===== src/rtl/planet_integrator.sv =====
// N-body timestep engine: walks every (i, j) planet pair through an external force
// calculator, accumulates forces, then applies semi-implicit Euler on a wrapping 128x64 field.
//
// state    | meaning
// ---------+------------------------------------------------------------
// S_IDLE   | committed state stable; accepts loads and start
// S_ACCUM  | one j per cycle, summing the force on planet i
// S_UPDATE | new velocity/position of planet i written to shadow copies
// S_COMMIT | shadows copied over committed state; done on the next cycle
module planet_integrator #(
    parameter int NUM_PLANETS = 4,
    parameter int IDX_W       = 2
) (
    input  logic             clk,
    input  logic             reset_n,
    input  logic             start,
    output logic             busy,
    output logic             done,
    input  logic             load_en,
    input  logic [IDX_W-1:0] load_idx,
    input  logic [6:0]       load_x,
    input  logic [5:0]       load_y,
    input  logic [15:0]      load_vx,
    input  logic [15:0]      load_vy,
    output logic [6:0]       x_pos_object,
    output logic [5:0]       y_pos_object,
    output logic [6:0]       x_pos_other,
    output logic [5:0]       y_pos_other,
    input  logic [13:0]      x_force,
    input  logic [13:0]      y_force,
    input  logic [IDX_W-1:0] rd_idx,
    output logic [6:0]       rd_x,
    output logic [5:0]       rd_y
);
    localparam int ACC_W = 14 + IDX_W;
    localparam int SUM_W = ((ACC_W > 16) ? ACC_W : 16) + 1;
    localparam logic [IDX_W-1:0] LAST = IDX_W'(NUM_PLANETS - 1);
    localparam logic signed [SUM_W-1:0] VMAX = SUM_W'(32767);
    localparam logic signed [SUM_W-1:0] VMIN = SUM_W'(-32768);

    typedef enum logic [1:0] {S_IDLE, S_ACCUM, S_UPDATE, S_COMMIT} state_t;

    state_t r_state, w_next;

    logic [14:0] r_pos_x [NUM_PLANETS];
    logic [13:0] r_pos_y [NUM_PLANETS];
    logic [15:0] r_vel_x [NUM_PLANETS];
    logic [15:0] r_vel_y [NUM_PLANETS];
    logic [14:0] r_nxt_pos_x [NUM_PLANETS];
    logic [13:0] r_nxt_pos_y [NUM_PLANETS];
    logic [15:0] r_nxt_vel_x [NUM_PLANETS];
    logic [15:0] r_nxt_vel_y [NUM_PLANETS];

    logic [IDX_W-1:0]        r_i, r_j;
    logic signed [ACC_W-1:0] r_acc_x, r_acc_y;
    logic                    r_busy, r_done;

    logic                    w_skip;
    logic signed [ACC_W-1:0] w_fx_ext, w_fy_ext;
    logic signed [SUM_W-1:0] w_sum_x, w_sum_y;
    logic [15:0]             w_vnx, w_vny;
    logic [14:0]             w_pnx;
    logic [13:0]             w_pny;

    function automatic logic [15:0] sat16(input logic signed [SUM_W-1:0] v);
        if (v > VMAX)      return 16'h7FFF;
        else if (v < VMIN) return 16'h8000;
        else               return v[15:0];
    endfunction

    assign busy         = r_busy;
    assign done         = r_done;
    assign x_pos_object = r_pos_x[r_i][14:8];
    assign y_pos_object = r_pos_y[r_i][13:8];
    assign x_pos_other  = r_pos_x[r_j][14:8];
    assign y_pos_other  = r_pos_y[r_j][13:8];
    assign rd_x         = r_pos_x[rd_idx][14:8];
    assign rd_y         = r_pos_y[rd_idx][13:8];

    // Self-pairs and coincident planets contribute nothing (force is singular there).
    assign w_skip   = (r_i == r_j) ||
                      ((x_pos_object == x_pos_other) && (y_pos_object == y_pos_other));
    assign w_fx_ext = ACC_W'($signed(x_force));
    assign w_fy_ext = ACC_W'($signed(y_force));
    assign w_sum_x  = SUM_W'($signed(r_vel_x[r_i])) + SUM_W'(r_acc_x);
    assign w_sum_y  = SUM_W'($signed(r_vel_y[r_i])) + SUM_W'(r_acc_y);
    assign w_vnx    = sat16(w_sum_x);
    assign w_vny    = sat16(w_sum_y);
    // Truncated add gives toroidal wrap because position and velocity share 8 fraction bits.
    assign w_pnx    = r_pos_x[r_i] + w_vnx[14:0];
    assign w_pny    = r_pos_y[r_i] + w_vny[13:0];

    always_ff @(posedge clk or negedge reset_n) begin
        if (!reset_n) r_state <= S_IDLE;
        else          r_state <= w_next;
    end

    always_comb begin
        w_next = r_state;
        case (r_state)
            S_IDLE:   if (start && !load_en) w_next = S_ACCUM;
            S_ACCUM:  if (r_j == LAST) w_next = S_UPDATE;
            S_UPDATE: w_next = (r_i == LAST) ? S_COMMIT : S_ACCUM;
            S_COMMIT: w_next = S_IDLE;
            default:  w_next = S_IDLE;
        endcase
    end

    always_ff @(posedge clk or negedge reset_n) begin
        if (!reset_n) begin
            for (int k = 0; k < NUM_PLANETS; k++) begin
                r_pos_x[k]     <= '0;
                r_pos_y[k]     <= '0;
                r_vel_x[k]     <= '0;
                r_vel_y[k]     <= '0;
                r_nxt_pos_x[k] <= '0;
                r_nxt_pos_y[k] <= '0;
                r_nxt_vel_x[k] <= '0;
                r_nxt_vel_y[k] <= '0;
            end
            r_i     <= '0;
            r_j     <= '0;
            r_acc_x <= '0;
            r_acc_y <= '0;
            r_busy  <= 1'b0;
            r_done  <= 1'b0;
        end else begin
            r_done <= (r_state == S_COMMIT);
            case (r_state)
                S_IDLE: begin
                    if (load_en) begin
                        if (int'(load_idx) < NUM_PLANETS) begin
                            r_pos_x[load_idx] <= {load_x, 8'h00};
                            r_pos_y[load_idx] <= {load_y, 8'h00};
                            r_vel_x[load_idx] <= load_vx;
                            r_vel_y[load_idx] <= load_vy;
                        end
                    end else if (start) begin
                        r_i     <= '0;
                        r_j     <= '0;
                        r_acc_x <= '0;
                        r_acc_y <= '0;
                        r_busy  <= 1'b1;
                    end
                end
                S_ACCUM: begin
                    if (!w_skip) begin
                        r_acc_x <= r_acc_x + w_fx_ext;
                        r_acc_y <= r_acc_y + w_fy_ext;
                    end
                    r_j <= (r_j == LAST) ? '0 : r_j + 1'b1;
                end
                S_UPDATE: begin
                    r_nxt_vel_x[r_i] <= w_vnx;
                    r_nxt_vel_y[r_i] <= w_vny;
                    r_nxt_pos_x[r_i] <= w_pnx;
                    r_nxt_pos_y[r_i] <= w_pny;
                    r_acc_x          <= '0;
                    r_acc_y          <= '0;
                    r_j              <= '0;
                    if (r_i != LAST) r_i <= r_i + 1'b1;
                end
                S_COMMIT: begin
                    for (int k = 0; k < NUM_PLANETS; k++) begin
                        r_pos_x[k] <= r_nxt_pos_x[k];
                        r_pos_y[k] <= r_nxt_pos_y[k];
                        r_vel_x[k] <= r_nxt_vel_x[k];
                        r_vel_y[k] <= r_nxt_vel_y[k];
                    end
                    r_busy <= 1'b0;
                    r_i    <= '0;
                    r_j    <= '0;
                end
                default: ;
            endcase
        end
    end
endmodule


===== config.mk =====
export PLATFORM = sky130hd
export DESIGN_NAME = planet_integrator
export DESIGN_NICKNAME = d
export VERILOG_FILES = /design/src/rtl/planet_integrator.sv
export SDC_FILE = /design/constraint.sdc
export NUM_CORES = 1
export LEC_CHECK = 0
export BUFFER_PORTS_ARGS = -buffer_cell sky130_fd_sc_hd__buf_2
export CORE_ASPECT_RATIO = 1.4
export CORE_MARGIN = 2
export CORE_UTILIZATION = 55
export DETAILED_ROUTE_END_ITERATION = 16
export GPL_TIMING_DRIVEN = 0
export PLACE_DENSITY = 0.74
export RECOVER_POWER = 25
export SLEW_MARGIN = 25
export SYNTH_ARGS = -nofsm -noshare
export SYNTH_HDL_FRONTEND = slang
export SYNTH_SLANG_ARGS = --single-unit

===== constraint.sdc =====
create_clock -name clk -period 7.8 [get_ports clk]
set_clock_uncertainty 0.1 [all_clocks]
set_input_delay 1.56 -clock clk [delete_from_list [all_inputs] [get_ports clk]]
set_output_delay 1.56 -clock clk [all_outputs]
set_load 0.02 [all_outputs]

==> results.sh <==
export IMPL_status="finished with violations"
export IMPL_failed_checks="max-capacitance violations, max-slew violations"
export IMPL_post_route_drc_count=0
export IMPL_overall_via_count_from_detail_route=23900
export IMPL_gr_usage_all_layers_pct=36.1
export IMPL_routed_wl_um=94400
export IMPL_dpl_cell_count=3625
export IMPL_die_width_um=195
export IMPL_worstHoldPathType="reg -> reg"
export IMPL_drtAntennaViolNets=0
export IMPL_portBuffers=120
export IMPL_drive_gt1_share_pct=11.5
export IMPL_final_cell_count_no_fill=3716
export IMPL_synthesis_area_mm2=0.0279
export IMPL_critical_path_class="reg -> reg"
export IMPL_crit_path_max_fo=10
export IMPL_synth_main_ff_cell="sky130_fd_sc_hd__dfrtp_1"
export IMPL_synthTopCellsByArea="sky130_fd_sc_hd__dfrtp_1, sky130_fd_sc_hd__nand2_1, sky130_fd_sc_hd__o21ai_0"
export IMPL_detailedRoute_firstPassIterationCount=8
export IMPL_totalNegativeSetupSlack_ns=0
export IMPL_io_pin_count=122
export IMPL_arrival_time_at_the_worst_endpoint_ns=7.79
export IMPL_place_detailed_hpwl_um=68800
export IMPL_first_global_vias=24300
export IMPL_min_period_over_period_pct=95.8
export IMPL_flow_area_growth_from_synthesis_pct=12.2
export IMPL_fillCellCount=4088
export IMPL_synth_edff_count=0
export IMPL_clock_transition_at_the_registers_of_the_reported_paths_ns=0.07
export IMPL_hold_ws_ns=0.368
export IMPL_maxSlewViolCount=198
export IMPL_synth_sequential_area_ratio_pct=47.3
export IMPL_synthDominantAreaCellType="sky130_fd_sc_hd__dfrtp_1"
export IMPL_antenna_violations_before_repair=3
export IMPL_tritoncts_clock_tree="done"
export IMPL_cts_sinks=528
export IMPL_ys_seq_elements=528
export IMPL_design_die_area_mm2=0.0527
export IMPL_grt_start_max_net_pins=98
export IMPL_clk_root_buffer_cell="sky130_fd_sc_hd__clkbuf_16"
export IMPL_layout_setup_ws_ns=0.326
export IMPL_synth_async_sr_flop_share_pct=100
export IMPL_viasPerCell=6.43
export IMPL_wl_per_cell_um=25.4
export IMPL_final_period_minus_worst_setup_slack_ns=7.47
export IMPL_worstSkewPairLatency_ns=0.59
export IMPL_max_clock_path_buffers=3
export IMPL_grt_first_pass_wirelength_um=144000
export IMPL_syn_num_nets=3033
export IMPL_cts_hold_fix_buffers=0
export IMPL_post_synth_num_cell_types=78
export IMPL_htree_num_levels=2
export IMPL_finish_net_count=3212
export IMPL_timing_hold_violations_final=0
export IMPL_number_of_instances_in_the_synthesized_netlist=2856
export IMPL_post_synth_cell_area_avg_um2=9.79
export IMPL_gp_routability_congestion=0.969
export IMPL_fp_row_count=97
export IMPL_synth_top_area_share_pct=47.3
export IMPL_timing_worst_slew_pin_value_ns=4.26
export IMPL_synthesis_yosys_warnings=0
export IMPL_achievable_frequency_ghz=0.134
export IMPL_relSlewSlack_pct=-184
export IMPL_timing_critical_path_from_type="flop"
export IMPL_initial_utilization_pct=55.8
export IMPL_timing_max_cap_violations=3
export IMPL_coreArea_mm2=0.0501
export IMPL_drt_initial_drc_count=2738
export IMPL_detailedPlace_worstSlack_ns=-1.59
export IMPL_setup_viol=0
export IMPL_dieHeight_um=271
export IMPL_cts_buffers_inserted=51
export IMPL_critPathRequiredTime_ns=8.12
export IMPL_overflow=0
export IMPL_endpoint_kind="flop"
## worst max-delay path, stage by stage, from the launching register on
cell	delay, ns
sky130_fd_sc_hd__dfrtp_1	0.38
sky130_fd_sc_hd__clkbuf_4	0.30
sky130_fd_sc_hd__clkbuf_4	0.35
sky130_fd_sc_hd__clkbuf_1	0.74
sky130_fd_sc_hd__mux4_2	0.42
sky130_fd_sc_hd__ha_1	0.35
sky130_fd_sc_hd__a21o_1	0.20
sky130_fd_sc_hd__a21o_1	0.21
sky130_fd_sc_hd__or3b_1	0.37
sky130_fd_sc_hd__mux2i_1	0.46
sky130_fd_sc_hd__or2_1	0.19
sky130_fd_sc_hd__buf_6	0.16
sky130_fd_sc_hd__nand2_1	0.30
sky130_fd_sc_hd__a21oi_1	0.49
sky130_fd_sc_hd__inv_1	0.09
sky130_fd_sc_hd__ha_1	0.23
sky130_fd_sc_hd__fa_1	0.46
sky130_fd_sc_hd__nand2_1	0.08
sky130_fd_sc_hd__mux2_2	0.17
sky130_fd_sc_hd__a211o_1	0.16
sky130_fd_sc_hd__a31oi_4	0.15
sky130_fd_sc_hd__a31oi_1	0.30
sky130_fd_sc_hd__xor2_2	0.44
sky130_fd_sc_hd__o21ai_0	0.17
## through the flow
stage	util, %	cell area, um2
final	62.5	31300
after global routing	62.5	31300
after floorplan	-	27900
after CTS	62.4	31300
after detailed placement	58.9	29500
after global placement	58.6	29400
## sequential cells by signal, summed over array words and instances (netlist names), 16 cells and up
signal       cells
r_acc_y         16
r_pos_x         60
r_vel_x         64
r_acc_x         16
r_nxt_vel_y     64
r_pos_y         56
r_vel_y         64
r_nxt_pos_y     56
r_nxt_pos_x     60
r_nxt_vel_x     64
## routing by layer
layer | up-vias | routed length, um | track usage, %
met5 | - | 21 | 0
met4 | 4 | 6870 | 23.8
met3 | 375 | 8880 | 6.63
met2 | 1406 | 44700 | 58.6
met1 | 11700 | 34000 | 44.2
li1 | 10400 | - | -
## placed cells by master (no fill, tap or decap), types with 15 or more instances in the layout
| cell | count |
|---|---|
| sky130_fd_sc_hd__a21o_1 | 21 |
| sky130_fd_sc_hd__a21oi_1 | 83 |
| sky130_fd_sc_hd__buf_1 | 15 |
| sky130_fd_sc_hd__buf_2 | 124 |
| sky130_fd_sc_hd__clkbuf_1 | 148 |
| sky130_fd_sc_hd__clkbuf_16 | 53 |
| sky130_fd_sc_hd__dfrtp_1 | 528 |
| sky130_fd_sc_hd__ha_1 | 90 |
| sky130_fd_sc_hd__inv_1 | 59 |
| sky130_fd_sc_hd__mux2i_1 | 187 |
| sky130_fd_sc_hd__mux4_2 | 87 |
| sky130_fd_sc_hd__nand2_1 | 685 |
| sky130_fd_sc_hd__nand3_1 | 56 |
| sky130_fd_sc_hd__nor2_1 | 52 |
| sky130_fd_sc_hd__nor3_1 | 15 |
| sky130_fd_sc_hd__o21ai_0 | 494 |
| sky130_fd_sc_hd__xnor2_1 | 46 |
| sky130_fd_sc_hd__xor2_1 | 39 |
## cell families after synthesis
group	share of synthesized area, %
DFF	47.3
muxes	13.8
and+or+nand+nor	13.5
adders and majority gates	4.71
xor gates and xnor gates	2.76
buffers and inverters	3.24
AOI/OAI and AO/OA	14.7
## worst paths after layout
kind / from / endpoint / slack, ns / depth (start not counted)
min in group asynchronous: reset_n / r_nxt_pos_y[33] / 1.35 / 1
min reg2reg: r_nxt_pos_y[7] / r_pos_y[7] / 0.37 / 2
min: r_nxt_pos_y[7] / r_pos_y[7] / 0.37 / 2
max in group asynchronous: reset_n / r_vel_y[15] / 1.23 / 2
max reg2reg: r_i[1] / r_nxt_pos_y[8] / 0.33 / 23
max: r_i[1] / r_nxt_pos_y[8] / 0.33 / 23
## cells in the mapped netlist (46+ instances only)
cell type,n
sky130_fd_sc_hd__a21oi_1,86
sky130_fd_sc_hd__clkbuf_1,145
sky130_fd_sc_hd__dfrtp_1,528
sky130_fd_sc_hd__ha_1,90
sky130_fd_sc_hd__inv_1,59
sky130_fd_sc_hd__mux2i_1,187
sky130_fd_sc_hd__mux4_2,87
sky130_fd_sc_hd__nand2_1,685
sky130_fd_sc_hd__nand3_1,56
sky130_fd_sc_hd__nor2_1,52
sky130_fd_sc_hd__o21ai_0,494
sky130_fd_sc_hd__xnor2_1,46
## timing repair
| item | 4_1_cts | 5_1_grt |
|---|---|---|
| setup endpoints to repair | 97 | 52 |
| buffers inserted | 0 | 0 |
| pin swaps | 0 | 0 |
| gates resized for setup | 20 | 20 |
| cloned | 0 | 0 |
## area by class of cell
type	instances	area (um2)	share of cell area (%)
inverter	59	221	0.706
tap	643	805	2.57
antenna	1	2.50	0.00798
clock inverter	14	134	0.427
sequential	528	13200	42.1
timing repair buffer	127	736	2.35
clock buffer	76	1550	4.95
multi-input combinational	2093	13900	44.5
buffer	175	737	2.35
Power is not shown: default switching activity piles up to over one toggle a cycle in this logic, so the estimate is an artifact.
